## src/rtl/exception_sequencer.sv

```systemverilog
// Multicycle-MIPS exception sequencer: detects exception flags, saves EPC, fetches the
// handler address byte from the memory vector table and steers the PC onto it.
module exception_sequencer #(
  parameter int VEC_OPCODE  = 253,
  parameter int VEC_OVF     = 254,
  parameter int VEC_DIV0    = 255,
  parameter int MEM_LATENCY = 1,
  parameter int EPC_OFFSET  = 4
) (
  input  logic        clk,
  input  logic        reset,
  input  logic        invalid_opcode,
  input  logic        overflow,
  input  logic        div_zero,
  input  logic [31:0] pc_current,
  input  logic [31:0] mem_data,
  output logic [31:0] mem_addr,
  output logic        mem_read,
  output logic [31:0] epc_out,
  output logic        epc_write,
  output logic [31:0] handler_addr,
  output logic        ex_control,
  output logic        pc_write,
  output logic [1:0]  cause,
  output logic        busy
);

  typedef enum logic [2:0] {
    S_IDLE,
    S_SAVE,
    S_REQ,
    S_WAIT,
    S_LOAD
  } state_t;

  localparam logic [31:0] VEC_OPCODE_W = 32'(VEC_OPCODE);
  localparam logic [31:0] VEC_OVF_W    = 32'(VEC_OVF);
  localparam logic [31:0] VEC_DIV0_W   = 32'(VEC_DIV0);
  localparam logic [31:0] EPC_OFF_W    = 32'(EPC_OFFSET);
  localparam logic [2:0]  CNT_LOAD     = 3'(MEM_LATENCY - 1);

  localparam logic [1:0] CAUSE_NONE   = 2'd0;
  localparam logic [1:0] CAUSE_OPCODE = 2'd1;
  localparam logic [1:0] CAUSE_OVF    = 2'd2;
  localparam logic [1:0] CAUSE_DIV0   = 2'd3;

  state_t      state_q, state_d;
  logic [2:0]  cnt_q, cnt_d;
  logic [1:0]  cause_q, cause_d;
  logic [31:0] epc_q, epc_d;
  logic [31:0] handler_q, handler_d;

  // Only the low byte of the vector entry is a handler address.
  logic unused_mem_data;
  assign unused_mem_data = ^mem_data[31:8];

  always_ff @(posedge clk) begin
    if (!reset) begin
      state_q   <= S_IDLE;
      cnt_q     <= '0;
      cause_q   <= CAUSE_NONE;
      epc_q     <= '0;
      handler_q <= '0;
    end else begin
      state_q   <= state_d;
      cnt_q     <= cnt_d;
      cause_q   <= cause_d;
      epc_q     <= epc_d;
      handler_q <= handler_d;
    end
  end

  always_comb begin
    state_d   = state_q;
    cnt_d     = cnt_q;
    cause_d   = cause_q;
    epc_d     = epc_q;
    handler_d = handler_q;
    unique case (state_q)
      S_IDLE: begin
        if (invalid_opcode || overflow || div_zero) begin
          state_d = S_SAVE;
          epc_d   = pc_current - EPC_OFF_W;
          if (invalid_opcode)  cause_d = CAUSE_OPCODE;
          else if (overflow)   cause_d = CAUSE_OVF;
          else                 cause_d = CAUSE_DIV0;
        end
      end
      S_SAVE: state_d = S_REQ;
      S_REQ: begin
        cnt_d   = CNT_LOAD;
        state_d = S_WAIT;
      end
      S_WAIT: begin
        if (cnt_q == '0) begin
          handler_d = {24'h000000, mem_data[7:0]};
          state_d   = S_LOAD;
        end else begin
          cnt_d = cnt_q - 3'd1;
        end
      end
      S_LOAD:  state_d = S_IDLE;
      default: state_d = S_IDLE;
    endcase
  end

  always_comb begin
    epc_write  = 1'b0;
    mem_read   = 1'b0;
    mem_addr   = '0;
    ex_control = 1'b0;
    pc_write   = 1'b0;
    busy       = (state_q != S_IDLE);
    unique case (state_q)
      S_SAVE: epc_write = 1'b1;
      S_REQ, S_WAIT: begin
        mem_read = 1'b1;
        unique case (cause_q)
          CAUSE_OPCODE: mem_addr = VEC_OPCODE_W;
          CAUSE_OVF:    mem_addr = VEC_OVF_W;
          CAUSE_DIV0:   mem_addr = VEC_DIV0_W;
          default:      mem_addr = '0;
        endcase
      end
      S_LOAD: begin
        ex_control = 1'b1;
        pc_write   = 1'b1;
      end
      default: ;
    endcase
  end

  assign epc_out      = epc_q;
  assign handler_addr = handler_q;
  assign cause        = cause_q;

endmodule

```

## config.mk

```make
export PLATFORM = sky130hd
export DESIGN_NAME = exception_sequencer
export DESIGN_NICKNAME = d
export VERILOG_FILES = /design/src/rtl/exception_sequencer.sv
export SDC_FILE = /design/constraint.sdc
export NUM_CORES = 1
export LEC_CHECK = 0
export ABC_AREA = 0
export CORE_MARGIN = 1.5
export CORE_UTILIZATION = 40
export DETAILED_ROUTE_END_ITERATION = 6
export GPL_TIMING_DRIVEN = 0
export PLACE_DENSITY = 0.86
export SYNTH_ARGS = -nofsm -noshare
export SYNTH_HDL_FRONTEND = slang
export SYNTH_SLANG_ARGS = --single-unit
```

## constraint.sdc

```tcl
create_clock -name clk -period 5.1 [get_ports clk]
set_input_delay 1.275 -clock clk [delete_from_list [all_inputs] [get_ports clk]]
set_output_delay 1.275 -clock clk [all_outputs]
set_load 0.1 [all_outputs]
```

# After elaboration in Yosys (flattened, before gate mapping)
# Index checks and enable logic that the tools add are counted.
[op_classes]
n_reduce_logical = 11
muxes = 12
add_sub_neg = 2
n_eq_ne = 10
[op_table]
columns = ["operator", "count"]
rows = [
  ["subtractor 32 x 3 -> 32 bit (second input constant)", 1],
  ["one-hot mux 8 bit (3 select lines)", 1],
  ["one-hot mux 3 bit (4 select lines)", 1],
  ["2-to-1 mux 3 bit", 3],
  ["2-to-1 mux 8 bit", 1],
  ["AND reduction 2 bit", 4],
  ["equality test 3 x 2 -> 1 bit (second input constant)", 2],
  ["logical NOT 3 bit", 2],
  ["inequality test 2 bit (second input constant)", 3],
  ["one-hot mux 3 bit (2 select lines)", 1],
  ["equality test 2 bit (second input constant)", 2],
  ["2-to-1 mux 1 bit", 4],
  ["equality test 3 x 1 -> 1 bit (second input constant)", 1],
  ["equality test 3 bit (second input constant)", 1],
  ["nonzero test 3 bit", 1],
  ["subtractor 3 x 1 -> 3 bit (second input constant)", 1],
  ["equality test 2 x 1 -> 1 bit (second input constant)", 1],
  ["logical OR 1 bit", 2],
  ["2-to-1 mux 2 bit", 1],
  ["nonzero test 2 bit", 1],
  ["OR reduction 2 bit", 1],
]
[word_totals]
out_inout_bits = 103
elab_cells = 40
input_bits = 69
register_bits = 48

# Logic depth before layout (Yosys ltp)
[logic_depth]
word_depth = 4
depth_mapped = 8
ltp_nobuf = 7

# Worst setup path after synthesis
# No wires, ideal clock.
[synth_timing]
path_type = "flip-flop to output port"
from = "register state_q[1]"
to = "output mem_addr[3]"
required_ns = 3.825
path_stages_with_launch = 6
t_arrival_ns = 3.118
n_path_buf = 1
slack_ns = 0.707
cell_sequence = "dfxtp_1 > nand2b_1 > inv_1 > and2_1 > or2_2 > buf_4"
[synth_between]
elab_chain_len = 3
word_cells_on_any_way = 4
cone_classes = "eq/ne (2); mux (1); reduce/logical (1)"
[synth_lines]
columns = ["element", "line_no", "source"]
rows = [
  ["from (decl)", "47", "state_t state_q, state_d;"],
  ["from (signal assigned)", "65", "state_q <= state_d;"],
  ["equality test 3 x 2 -> 1 bit", "114", "unique case (state_q)"],
  ["OR reduction 2 bit (*)", "114", ""],
  ["2-to-1 mux 8 bit (*)", "114", ""],
  ["to (decl)", "17", "output logic [31:0] mem_addr,"],
]
# Every way passes the cells marked *; elsewhere a longest branch is shown, timed or not.

# Worst setup path in the final report
[layout_timing]
from = "register state_q[2]"
to = "output mem_addr[6]"
# Same word-level chain as after synthesis.

==> metrics.txt <==
largest net degree at the start of global routing 14; ant diodes 0; Mapped Area 2810 um^2; Routed met3 length 338 um; Crit Path Category register to output pin; Worst VDD drop 0.234 mV; sequential area share after synthesis 34.3%; Max FO, Critical Path 7; Starting Density about two fifths; fraction of registers with async set/reset 0%; DP HPWL 5800 um; WL/cell between 10 and 15 um; clk_skew 0.00453 ns; Tmin final approximately 4.0 ns; die area 7520 um^2; Slew Limit Fails 0; period utilization 77.5%; CTS tree yes; Yosys reg bits 48; met1 WL roughly 3000 um; commonest non-fill, non-tap cells in the layout clkdlybuf4s50_1, buf_4, conb_1, dfxtp_1, o21ai_0; total core area 6790 um^2; CTS buffer count 5; initial antenna violation count 0; CP Launch Type register; share of the synthesized area in the top cell type 34.3%; Critical Path AT 2.68 ns; Die X 86.7 um; global route overflow 0; vias in the first global route about 2500; clock-pin transition on the worst setup and hold timing paths 0.08 ns; commonest non-fill, non-tap cell in the layout clkdlybuf4s50_1; GP Congestion between 0.8 and 0.9; Pwr Total between 1 and 1.5 mW; Non-Filler Instances 587; clk root buf clkbuf_8; latest clock arrival within the worst-skew pair a little under 0.3 ns; WP data required 3.83 ns; Peak Freq approximately 250 MHz; post-CTS sizing 0; layout cells sized above 1 15.7%; total track usage a little under a fifth; Top Metal Used met4; cell total after placement around 580; Crit-path slowest cell clkdlybuf4s50_1; DR vias 2778; DRT Pass-1 Iters 4; met2 WL 3900 um; delay-heaviest family, CP buffers and inverters; port bufs 99; Final Hold Viols 0; crit path capture type output pin; max_cap viols 0; post-CTS setup buffers 0; Slew @ Worst Pin 1.00 ns; Hold Crit Class register to register; Critical Path, Cell by Cell nand2b_1, inv_1, and2_1, or2_2, buf_4, clkdlybuf4s50_1; Yosys top cell by area dfxtp_1; clock sinks 48; Ys Warns 0; first-pass GRT wire length approximately 12000 um; Slew Limit Headroom 32.9%; top cells by area, synth dfxtp_1, buf_4, o21ai_0; Detailed Route WL ~7300 um; worst hold slack 0.462 ns; Cells after Synth roughly 340; mean area per synthesized cell 8.32 um^2; Area Overhead vs Synth 49.1%; Buf/Inv on CP 3; # setup viols final 0; top_reg_cell synth dfxtp_1; fin nets between 500 and 600; leak pwr approximately 1.6 nW; Starting DRT DRC Count 93; setup TNS 0 ns; Clock Path Buffers 2; Final ANT Viol Nets 0; # IOs 172; power per standard cell area between 300 and 400 nW/um^2; drt via density ~4.7; CTS Hold Buffers Added 0; Yosys cell types 47; EDFF count, synth 0; die height 86.7 um; Largest stage delay, worst path 0.96 ns; outcome complete, no violations; RSZ-0062 raised after global routing no; H-tree Lvls 2; cell row count 30; detailed-route DRC error count 0
-- power by group --
part	internal, mW	switching (mW)
Sequential	0.416	0.0229
Combinational	0.180	0.622
Clock	0.111	0.117
Total	0.706	0.761
-- through the flow --
stage          instance area (um^2)  worst slack, ns  utilization [%]
6_report                       4180             1.15             61.6
4_1_cts                        4180             1.12             61.6
5_1_grt                        4180            0.990             61.6
3_5_place_dp                   4090             1.42             60.2
2_1_floorplan                  2980            0.707                -
3_3_place_gp                   4090             1.45             60.2
-- worst register-to-register path, cell delays in order (launching register included) --
cell and delay, ns:
dfxtp_1 0.30, clkbuf_1 0.18, nor3_1 0.26, and2_1 0.23
buf_2 0.26, clkbuf_1 0.40, a31oi_1 0.15
-- cell type report --
type | count | area, um^2
Buffer | 71 | 480
Clock buffer | 8 | 90.1
Fill cell | 607 | 2610
Inverter | 9 | 33.8
Multi-Input combinational cell | 256 | 1510
Sequential cell | 48 | 961
Tap cell | 96 | 120
Timing Repair Buffer | 99 | 991
-- registers in the layout, summed over array words and instances, names as in the netlist --
name,flops
state_q,3
cnt_q,3
handler_addr,8
cause,2
epc_out,32
-- synthesized netlist by cell type, types with 3 or more instances --
cell,number
a211oi_1,8
nand2_1,23
o31ai_1,10
ha_1,3
buf_2,3
nor2_1,25
and2_1,5
a21oi_1,18
nand2b_1,3
dfxtp_1,48
nor3_1,4
or3_1,5
buf_4,54
inv_1,9
o41ai_1,5
or4_1,10
o21ai_0,26
or2_2,3
xor2_1,7
a31oi_1,15
xnor2_1,4
clkbuf_1,11
nand3_1,5
-- path summary, 6_finish.rpt --
| kind | end | slack (ns) | startpoint | depth (start not counted) |
|---|---|---|---|---|
| worst max-delay path | mem_addr[6] | 1.15 | state_q[2] | 6 |
| worst min-delay path | handler_addr[3] | 0.46 | handler_addr[3] | 2 |
| worst max register to register | epc_out[20] | 3.19 | state_q[0] | 6 |
| worst min register to register | handler_addr[3] | 0.46 | handler_addr[3] | 2 |
-- cell families (layout without fill, tap and decap cells) --
group	count (synthesis)	count (layout)	synth area share, %
AO/OA/AOI/OAI	87	87	19.0
XOR/XNOR	11	11	3.43
adder cells (fa/ha/maj)	3	3	1.34
buffers and inverters	80	187	18.3
flip-flops	48	48	34.3
multiplexers	2	2	0.714
other	1	48	0.134
AND/OR/NAND/NOR	105	105	22.8
-- metal layers --
metal / up-vias / GRT usage, %
met5: - / 0
met4: 0 / 4.55
met3: 2 / 2.76
met2: 89 / 35.6
met1: 1283 / 22.7
li1: 1404 / -
Power figures use the tool's default switching activity.
